===== config.mk =====
export PLATFORM = sky130hd
export DESIGN_NAME = if_fetch_stage
export DESIGN_NICKNAME = d
export VERILOG_FILES = /design/src/rtl/fetch_pkg.sv /design/src/rtl/if_next_pc.sv /design/src/rtl/if_fetch_stage.sv
export SDC_FILE = /design/constraint.sdc
export NUM_CORES = 1
export LEC_CHECK = 0
export BUFFER_PORTS_ARGS = -buffer_cell sky130_fd_sc_hd__clkbuf_2
export CAP_MARGIN = 10
export CORE_UTILIZATION = 49
export CTS_BUF_LIST = sky130_fd_sc_hd__clkbuf_8
export CTS_CLUSTER_SIZE = 20
export DETAILED_ROUTE_END_ITERATION = 10
export PLACE_DENSITY = 0.84
export REMOVE_ABC_BUFFERS = 1
export SLEW_MARGIN = 20
export SYNTH_ARGS = -nofsm -noshare
export SYNTH_HDL_FRONTEND = slang
export SYNTH_HIERARCHICAL = 1
export SYNTH_SLANG_ARGS = --single-unit
export TNS_END_PERCENT = 50

===== constraint.sdc =====
create_clock -name clk -period 2.62 [get_ports clk]
set_clock_uncertainty 0.1 [all_clocks]
set_input_delay 0.131 -clock clk [delete_from_list [all_inputs] [get_ports clk]]
set_output_delay 0.131 -clock clk [all_outputs]
set_load 0.005 [all_outputs]

===== src/rtl/fetch_pkg.sv =====
// Shared constants, FSM encoding and buffer payload for the instruction fetch stage.
package fetch_pkg;

   localparam int unsigned XLEN = 32;

   localparam logic [XLEN-1:0] NOOP_INSTR     = 32'hFC00_0000;
   localparam logic [XLEN-1:0] DEF_RESET_PC   = 32'h0000_0000;
   localparam logic [XLEN-1:0] DEF_EXC_VECTOR = 32'h0000_0180;
   localparam logic [XLEN-1:0] PC_STEP        = XLEN'(4);

   typedef enum logic [1:0] {
      S_RESET = 2'd0,
      S_REQ   = 2'd1,
      S_DROP  = 2'd2
   } fetch_state_e;

   typedef struct packed {
      logic            valid;
      logic [XLEN-1:0] pc;
      logic [XLEN-1:0] instr;
   } fetch_buf_t;

   function automatic logic [XLEN-1:0] word_align(input logic [XLEN-1:0] addr);
      return addr & ~XLEN'(3);
   endfunction

endpackage


===== src/rtl/if_next_pc.sv =====
// Next-PC selection: redirect priority (branch over jump), target alignment handling, PC+4.
module if_next_pc
   import fetch_pkg::*;
#(
   parameter logic [XLEN-1:0] EXC_VECTOR  = DEF_EXC_VECTOR,
   parameter bit              ALIGN_CHECK = 1'b0
) (
   input  logic            branch_i,
   input  logic [XLEN-1:0] branch_pc_i,
   input  logic            jump_i,
   input  logic [XLEN-1:0] jump_pc_i,
   input  logic [XLEN-1:0] seq_pc_i,
   output logic [XLEN-1:0] next_pc_o,
   output logic            redirect_o,
   output logic            misalign_o
);

   logic [XLEN-1:0] target;

   assign redirect_o = branch_i | jump_i;

   always_comb begin
      target     = branch_i ? branch_pc_i : jump_pc_i;
      misalign_o = 1'b0;
      next_pc_o  = seq_pc_i + PC_STEP;
      if (branch_i | jump_i) begin
         if (!ALIGN_CHECK) begin
            next_pc_o = word_align(target);
         end else if (target[1:0] != 2'b00) begin
            misalign_o = 1'b1;
            next_pc_o  = EXC_VECTOR;
         end else begin
            next_pc_o = target;
         end
      end
   end

endmodule


===== src/rtl/if_fetch_stage.sv =====
// Instruction fetch: owns the PC, keeps one imem request in flight, holds one instruction.
// Define ALIGN_CHECK_EN to trap misaligned redirect targets to EXC_VECTOR (else bits [1:0] are masked).
module if_fetch_stage
   import fetch_pkg::*;
#(
   parameter logic [XLEN-1:0] RESET_PC   = DEF_RESET_PC,
   parameter logic [XLEN-1:0] EXC_VECTOR = DEF_EXC_VECTOR
) (
   input  logic            clk,
   input  logic            rst,
   input  logic            Stall_ID,
   input  logic            Jump_ID,
   input  logic [XLEN-1:0] Jump_PC_ID,
   input  logic            Branch_EX,
   input  logic [XLEN-1:0] Branch_PC_EX,
   input  logic            imem_ack,
   input  logic [XLEN-1:0] imem_rdata,
   output logic            imem_req,
   output logic [XLEN-1:0] imem_addr,
   output logic [XLEN-1:0] PC_IF,
   output logic [XLEN-1:0] Instruction_IF,
   output logic            Flush_IF,
   output logic            Fetch_Misalign
);

`ifdef ALIGN_CHECK_EN
   localparam bit ALIGN_CHECK = 1'b1;
`else
   localparam bit ALIGN_CHECK = 1'b0;
`endif

   fetch_state_e    state_q, state_d;
   logic [XLEN-1:0] pc_q, pc_d;
   logic [XLEN-1:0] req_addr_q, req_addr_d;
   fetch_buf_t      buf_q, buf_d;
   logic            outstanding_q, outstanding_d;
   logic            misalign_q, misalign_d;

   logic            issue_c;
   logic            ack_c;
   logic            redirect;
   logic            misalign;
   logic [XLEN-1:0] next_pc;
   logic [XLEN-1:0] seq_pc;

   // Address of the request on the bus: the held one if in flight, else the PC about to issue.
   assign seq_pc = outstanding_q ? req_addr_q : pc_q;
   assign ack_c  = imem_ack & imem_req;

   if_next_pc #(
      .EXC_VECTOR  (EXC_VECTOR),
      .ALIGN_CHECK (ALIGN_CHECK)
   ) u_next_pc (
      .branch_i    (Branch_EX),
      .branch_pc_i (Branch_PC_EX),
      .jump_i      (Jump_ID),
      .jump_pc_i   (Jump_PC_ID),
      .seq_pc_i    (seq_pc),
      .next_pc_o   (next_pc),
      .redirect_o  (redirect),
      .misalign_o  (misalign)
   );

   always_ff @(posedge clk) begin
      if (rst) begin
         state_q <= S_RESET;
      end else begin
         state_q <= state_d;
      end
   end

   always_comb begin
      state_d = state_q;
      case (state_q)
         S_RESET: state_d = S_REQ;
         S_REQ:   if (redirect && outstanding_q && !ack_c) state_d = S_DROP;
         S_DROP:  if (ack_c) state_d = S_REQ;
         default: state_d = S_RESET;
      endcase
   end

   // Request handshake: once raised, req/addr hold until ack regardless of stall or redirect.
   always_comb begin
      issue_c   = 1'b0;
      imem_req  = 1'b0;
      imem_addr = '0;
      case (state_q)
         S_REQ: begin
            issue_c  = !outstanding_q && (!buf_q.valid || !Stall_ID) && !redirect;
            imem_req = outstanding_q | issue_c;
         end
         S_DROP:  imem_req = outstanding_q;
         default: imem_req = 1'b0;
      endcase
      if (imem_req) imem_addr = word_align(seq_pc);
   end

   always_comb begin
      pc_d          = pc_q;
      req_addr_d    = req_addr_q;
      buf_d         = buf_q;
      outstanding_d = outstanding_q;
      misalign_d    = redirect & misalign;
      if (issue_c) begin
         req_addr_d    = pc_q;
         outstanding_d = 1'b1;
      end
      if (ack_c) outstanding_d = 1'b0;
      // Redirect discards the buffer and any data returning for the wrong path.
      if (redirect) begin
         pc_d        = next_pc;
         buf_d.valid = 1'b0;
      end else if (ack_c && state_q == S_REQ) begin
         pc_d        = next_pc;
         buf_d.valid = 1'b1;
         buf_d.pc    = seq_pc;
         buf_d.instr = imem_rdata;
      end else if (buf_q.valid && !Stall_ID) begin
         buf_d.valid = 1'b0;
      end
   end

   always_ff @(posedge clk) begin
      if (rst) begin
         pc_q          <= RESET_PC;
         req_addr_q    <= '0;
         buf_q         <= '{valid: 1'b0, pc: '0, instr: NOOP_INSTR};
         outstanding_q <= 1'b0;
         misalign_q    <= 1'b0;
      end else begin
         pc_q          <= pc_d;
         req_addr_q    <= req_addr_d;
         buf_q         <= buf_d;
         outstanding_q <= outstanding_d;
         misalign_q    <= misalign_d;
      end
   end

   assign PC_IF          = buf_q.pc;
   assign Instruction_IF = buf_q.valid ? buf_q.instr : NOOP_INSTR;
   assign Flush_IF       = ~buf_q.valid | Jump_ID | Branch_EX;
   assign Fetch_Misalign = misalign_q;

endmodule


==> Implementation_results.wiki <==
{| class="wikitable"
! Metric !! Value
|-
| Status || complete, no violations
|-
| Total global routing track utilization || 28.1%
|-
| Routability congestion estimate from global placement || 0.829
|-
| Clock-pin transition on the worst setup and hold timing paths || 0.08 ns
|-
| Filler instances || ~1100
|-
| Clock latency on the worst-skew pair || roughly 0.46 ns
|-
| Warnings, synthesis || 6
|-
| Die height || 122 um
|-
| Setup repair after global routing missed its margin || true
|-
| Worst-path maximum fanout || 9
|-
| Die outline area || roughly 0.015 sq mm
|-
| Gate count after technology mapping || around 930
|-
| Number of core rows || 43
|-
| Leftover overflow at the end of global routing || 0
|-
| Path type of the worst min-delay path || in -> reg
|-
| Crit Path Class || reg -> reg
|-
| Final worst slack || between 0.08 and 0.09 ns
|-
| Setup crit start kind || flop
|-
| Buffers from clock root to sink, at most || 2
|-
| Int Pwr || between 3 and 4 mW
|-
| Core box area || 0.0139 sq mm
|-
| Final max-slew violation count || 0
|-
| Wire length of the first global-routing pass || around 32000 um
|-
| Min Clock Period, post-route || around 2.5 ns
|-
| Detailed Route Iter0 Violations || about 430
|-
| Cells along the critical path || mux2i_2 > inv_1 > ha_1 > xnor2_1 > nor2_1 > a21oi_1 > o21ai_0 > dlygate4sd3_1 > nand2_1 > a21oi_1
|-
| Area delta synth->final || 32.6%
|-
| Crit path max-delay family || buffers and inverters
|-
| Diode count || 0
|-
| Number of cells on the worst hold path || 5
|-
| Synth unique cells || 50
|-
| Share of synthesized area occupied by flip-flops and latches || a little under two fifths
|-
| Worst Max-Slew Pin Slew || between 0.6 and 0.7 ns
|-
| Crit-path max cell delay || 0.59 ns
|-
| Power Density || between 500 and 600 mW/mm^2
|-
| Final Hold Fails || 0
|-
| Peak supply drop || approximately 360 uV
|-
| CP arrival || 2.76 ns
|-
| Final cycle utilization of the critical path || 96.9%
|-
| Number of buffers and inverters on the critical path || 2
|-
| Sw power || between 1.5 and 2 mW
|-
| Fraction of power consumed by combinational cells || between 20% and 30%
|-
| Vias in the first global route || 6697
|-
| Sum Neg Setup Slack || 0 ns
|-
| Cell area after layout || roughly 0.0093 sq mm
|-
| Detailed placer's ending HPWL || 12900 um
|-
| TritonRoute pass-1 iters || 5
|-
| Post-Synthesis Cell Area || around 0.007 sq mm
|-
| Number of cells on the critical path || 10
|-
| Overall die width || approximately 120 um
|-
| Placed cell area || 0.00809 sq mm
|-
| Number of DRC violations after detailed routing || 0
|-
| Met3 routing resource usage after global routing || roughly 6.0%
|-
| Max-cap viol count || 0
|-
| Relative contribution of the clock network to total power || roughly two fifths
|-
| Post-layout utilization of the core || between 60% and 70%
|-
| Worst r2r path cells || 10
|-
| Ratio of cells with drive above 1 in the final layout || 25.7%
|-
| Part of the total power dissipated in sequential elements || approximately 41%
|-
| TritonCTS buffer count || 17
|-
| Final setup violation count || 0
|-
| Initial cell density of the core || about half
|-
| Design Power || 5.43 mW
|-
| Met1 Usage GRT || between 30% and 40%
|-
| Met2 Usage GRT || approximately 49%
|-
| Count of H-tree levels built during CTS || 4
|-
| Mean Syn Cell Area || roughly 7.5 sq um
|-
| TritonCTS clock tree || yes
|-
| Worst slew margin relative to its limit || 55.8%
|-
| Number of vias in the routed layout || about 7100
|-
| Post-Route WL || roughly 21000 um
|-
| Top-level I/O count || 201
|-
| Clock sink total || roughly 130
|-
| Number of routed nets with antenna violations || 0
|-
| Leakage power of the design || approximately 4 nW
|-
| #FFs+latches synth || around 130
|-
| Pre-CTS setup slack || -0.117 ns
|-
| Antenna violations before repair || 0
|-
| Port buffer count || a little under 200
|-
| Number of nets at the end of the flow || ~1300
|-
| Largest net degree at the start of global routing || 60
|-
| Clock tree root buffer cell || sky130_fd_sc_hd__clkbuf_8
|-
| Cell repeated most along the worst path || sky130_fd_sc_hd__a21oi_1
|-
| Worst path slowest cell || sky130_fd_sc_hd__dlygate4sd3_1
|-
| Switching part of the total power || roughly 28%
|-
| Post-DR wirelength/cell || ~15 um
|-
| Drt via density || 5.28
|-
| Max Freq || 394 MHz
|-
| Data required, critical path || 2.85 ns
|-
| Most Crowded Layer GR || met2
|-
| Kind of capture point of the worst setup path || flop
|}
cell families after synthesis:
family / share of synthesized area, %
simple gates: 25.7
compound gates: 15.8
buf+inv: 10.1
flops: 38.0
mux: 6.09
xor+xnor: 3.25
fa+ha+maj: 1.07
other cells: 0.107
path summary, 6_finish.rpt:
| check | from | to | slack, ns |
|---|---|---|---|
| max | outstanding_q | pc_q[4] | 0.08 |
| min | Branch_PC_EX[17] | pc_q[17] | 0.04 |
| max reg2reg | outstanding_q | pc_q[4] | 0.08 |
| min reg2reg | buf_q[1] | buf_q[1] | 0.35 |
cell usage in the layout (no fill, tap or decap), types with 4 or more instances in the layout:
cell type / netlist / routed
sky130_fd_sc_hd__buf_12: 0 / 8
sky130_fd_sc_hd__a21oi_1: 115 / 115
sky130_fd_sc_hd__clkbuf_8: 0 / 21
sky130_fd_sc_hd__or3_1: 4 / 4
sky130_fd_sc_hd__nor3_1: 15 / 14
sky130_fd_sc_hd__dfxtp_1: 133 / 132
sky130_fd_sc_hd__inv_1: 42 / 44
sky130_fd_sc_hd__buf_4: 36 / 44
sky130_fd_sc_hd__mux2_2: 5 / 5
sky130_fd_sc_hd__nand2_1: 210 / 210
sky130_fd_sc_hd__and2_1: 30 / 30
sky130_fd_sc_hd__nor2b_1: 12 / 12
sky130_fd_sc_hd__nor2_1: 77 / 76
sky130_fd_sc_hd__xor2_1: 19 / 19
sky130_fd_sc_hd__ha_1: 6 / 5
sky130_fd_sc_hd__clkbuf_2: 0 / 193
sky130_fd_sc_hd__a211oi_1: 42 / 42
sky130_fd_sc_hd__o21ai_0: 13 / 12
sky130_fd_sc_hd__bufinv_16: 0 / 6
sky130_fd_sc_hd__nand4_1: 10 / 10
sky130_fd_sc_hd__mux2i_1: 37 / 35
sky130_fd_sc_hd__nand2b_1: 8 / 8
sky130_fd_sc_hd__nand3_1: 13 / 12
sky130_fd_sc_hd__and3_1: 4 / 4
sky130_fd_sc_hd__dlygate4sd3_1: 0 / 60
sky130_fd_sc_hd__xnor2_1: 7 / 7
power groups by stage:
| stage | Combinational [mW] | Clock (mW) | Sequential (mW) |
|---|---|---|---|
| final | 1.12 | 2.12 | 2.20 |
| after CTS | 1.07 | 2.15 | 2.20 |
| after global placement | 0.964 | 0 | 2.24 |
| after floorplan | 0.531 | 0 | 2.24 |
| after detailed placement | 0.984 | 0 | 2.25 |
| after global routing | 1.23 | 2.23 | 2.21 |
cell type report:
type / count / area, sq um / share of cell area, %
multi-input combinational: 658 / 3690 / 39.8
sequential: 133 / 2670 / 28.7
timing repair buffer: 305 / 2060 / 22.1
clock buffer: 21 / 289 / 3.11
tap: 180 / 225 / 2.42
clock inverter: 11 / 203 / 2.18
inverter: 42 / 158 / 1.70
stage by stage:
step                      instances  hold WS, ns
after floorplan                 833        0.100
after global routing           1350       0.0620
after global placement         1248        0.253
after detailed placement       1248        0.257
after CTS                      1340       0.0120
final                          1350       0.0374
worst min-delay path, cell delays in order:
cell                       delay [ns]
sky130_fd_sc_hd__clkbuf_2        0.08
sky130_fd_sc_hd__a21oi_1         0.17
sky130_fd_sc_hd__a21oi_1         0.06
sky130_fd_sc_hd__nand2_1         0.05
sky130_fd_sc_hd__a21oi_1         0.05
cell usage after synthesis, drive strengths merged:
cell | n | area (sq um)
and3 | 4 | 25.0
a41o | 1 | 10.0
o221ai | 3 | 32.5
a41oi | 2 | 25.0
nand4 | 11 | 83.8
a21oi | 115 | 576
or3 | 4 | 25.0
nand2 | 210 | 788
nor2 | 78 | 295
and4b | 1 | 10.0
o22ai | 1 | 6.26
a221oi | 1 | 15.0
nor2b | 12 | 75.1
buf | 68 | 428
mux2 | 5 | 56.3
inv | 42 | 158
o31ai | 1 | 7.51
ha | 6 | 75.1
o41ai | 1 | 8.76
nor4 | 3 | 40.0
nor3 | 18 | 118
dfxtp | 133 | 2660
a21o | 1 | 7.51
xor2 | 19 | 166
o21ai | 14 | 70.1
a211o | 1 | 8.76
nand2b | 8 | 50.1
a211oi | 43 | 328
nand3 | 15 | 85.1
and2 | 30 | 188
xnor2 | 7 | 61.3
nand3b | 1 | 7.51
mux2i | 37 | 370
a311oi | 1 | 8.76
conb | 2 | 7.51
nor3b | 1 | 7.51
clkbuf | 32 | 120
flip-flops by register name, indices dropped and copies added, names as in the netlist:
name and cells:
Fetch_Misalign 1, PC_IF 32, buf_q 33, outstanding_q 1, pc_q 32, req_addr_q 32, state_q 2
layer usage:
layer | up-vias | part of all wire, %
met5 | - | 0
met4 | 0 | 1.5
met3 | 27 | 7.8
met2 | 336 | 49
met1 | 3272 | 41
li1 | 3496 | -
repair_timing:
| action | CTS | global route |
|---|---|---|
| hold buffers | 60 | 0 |
| gates resized for setup | 4 | 4 |
| buffers inserted | 0 | 10 |
| hold endpoints to repair | 49 | 0 |
| pin swaps | 0 | 4 |
| setup endpoints to repair | 47 | 44 |
Note: power is estimated with default switching activity, not from simulation.
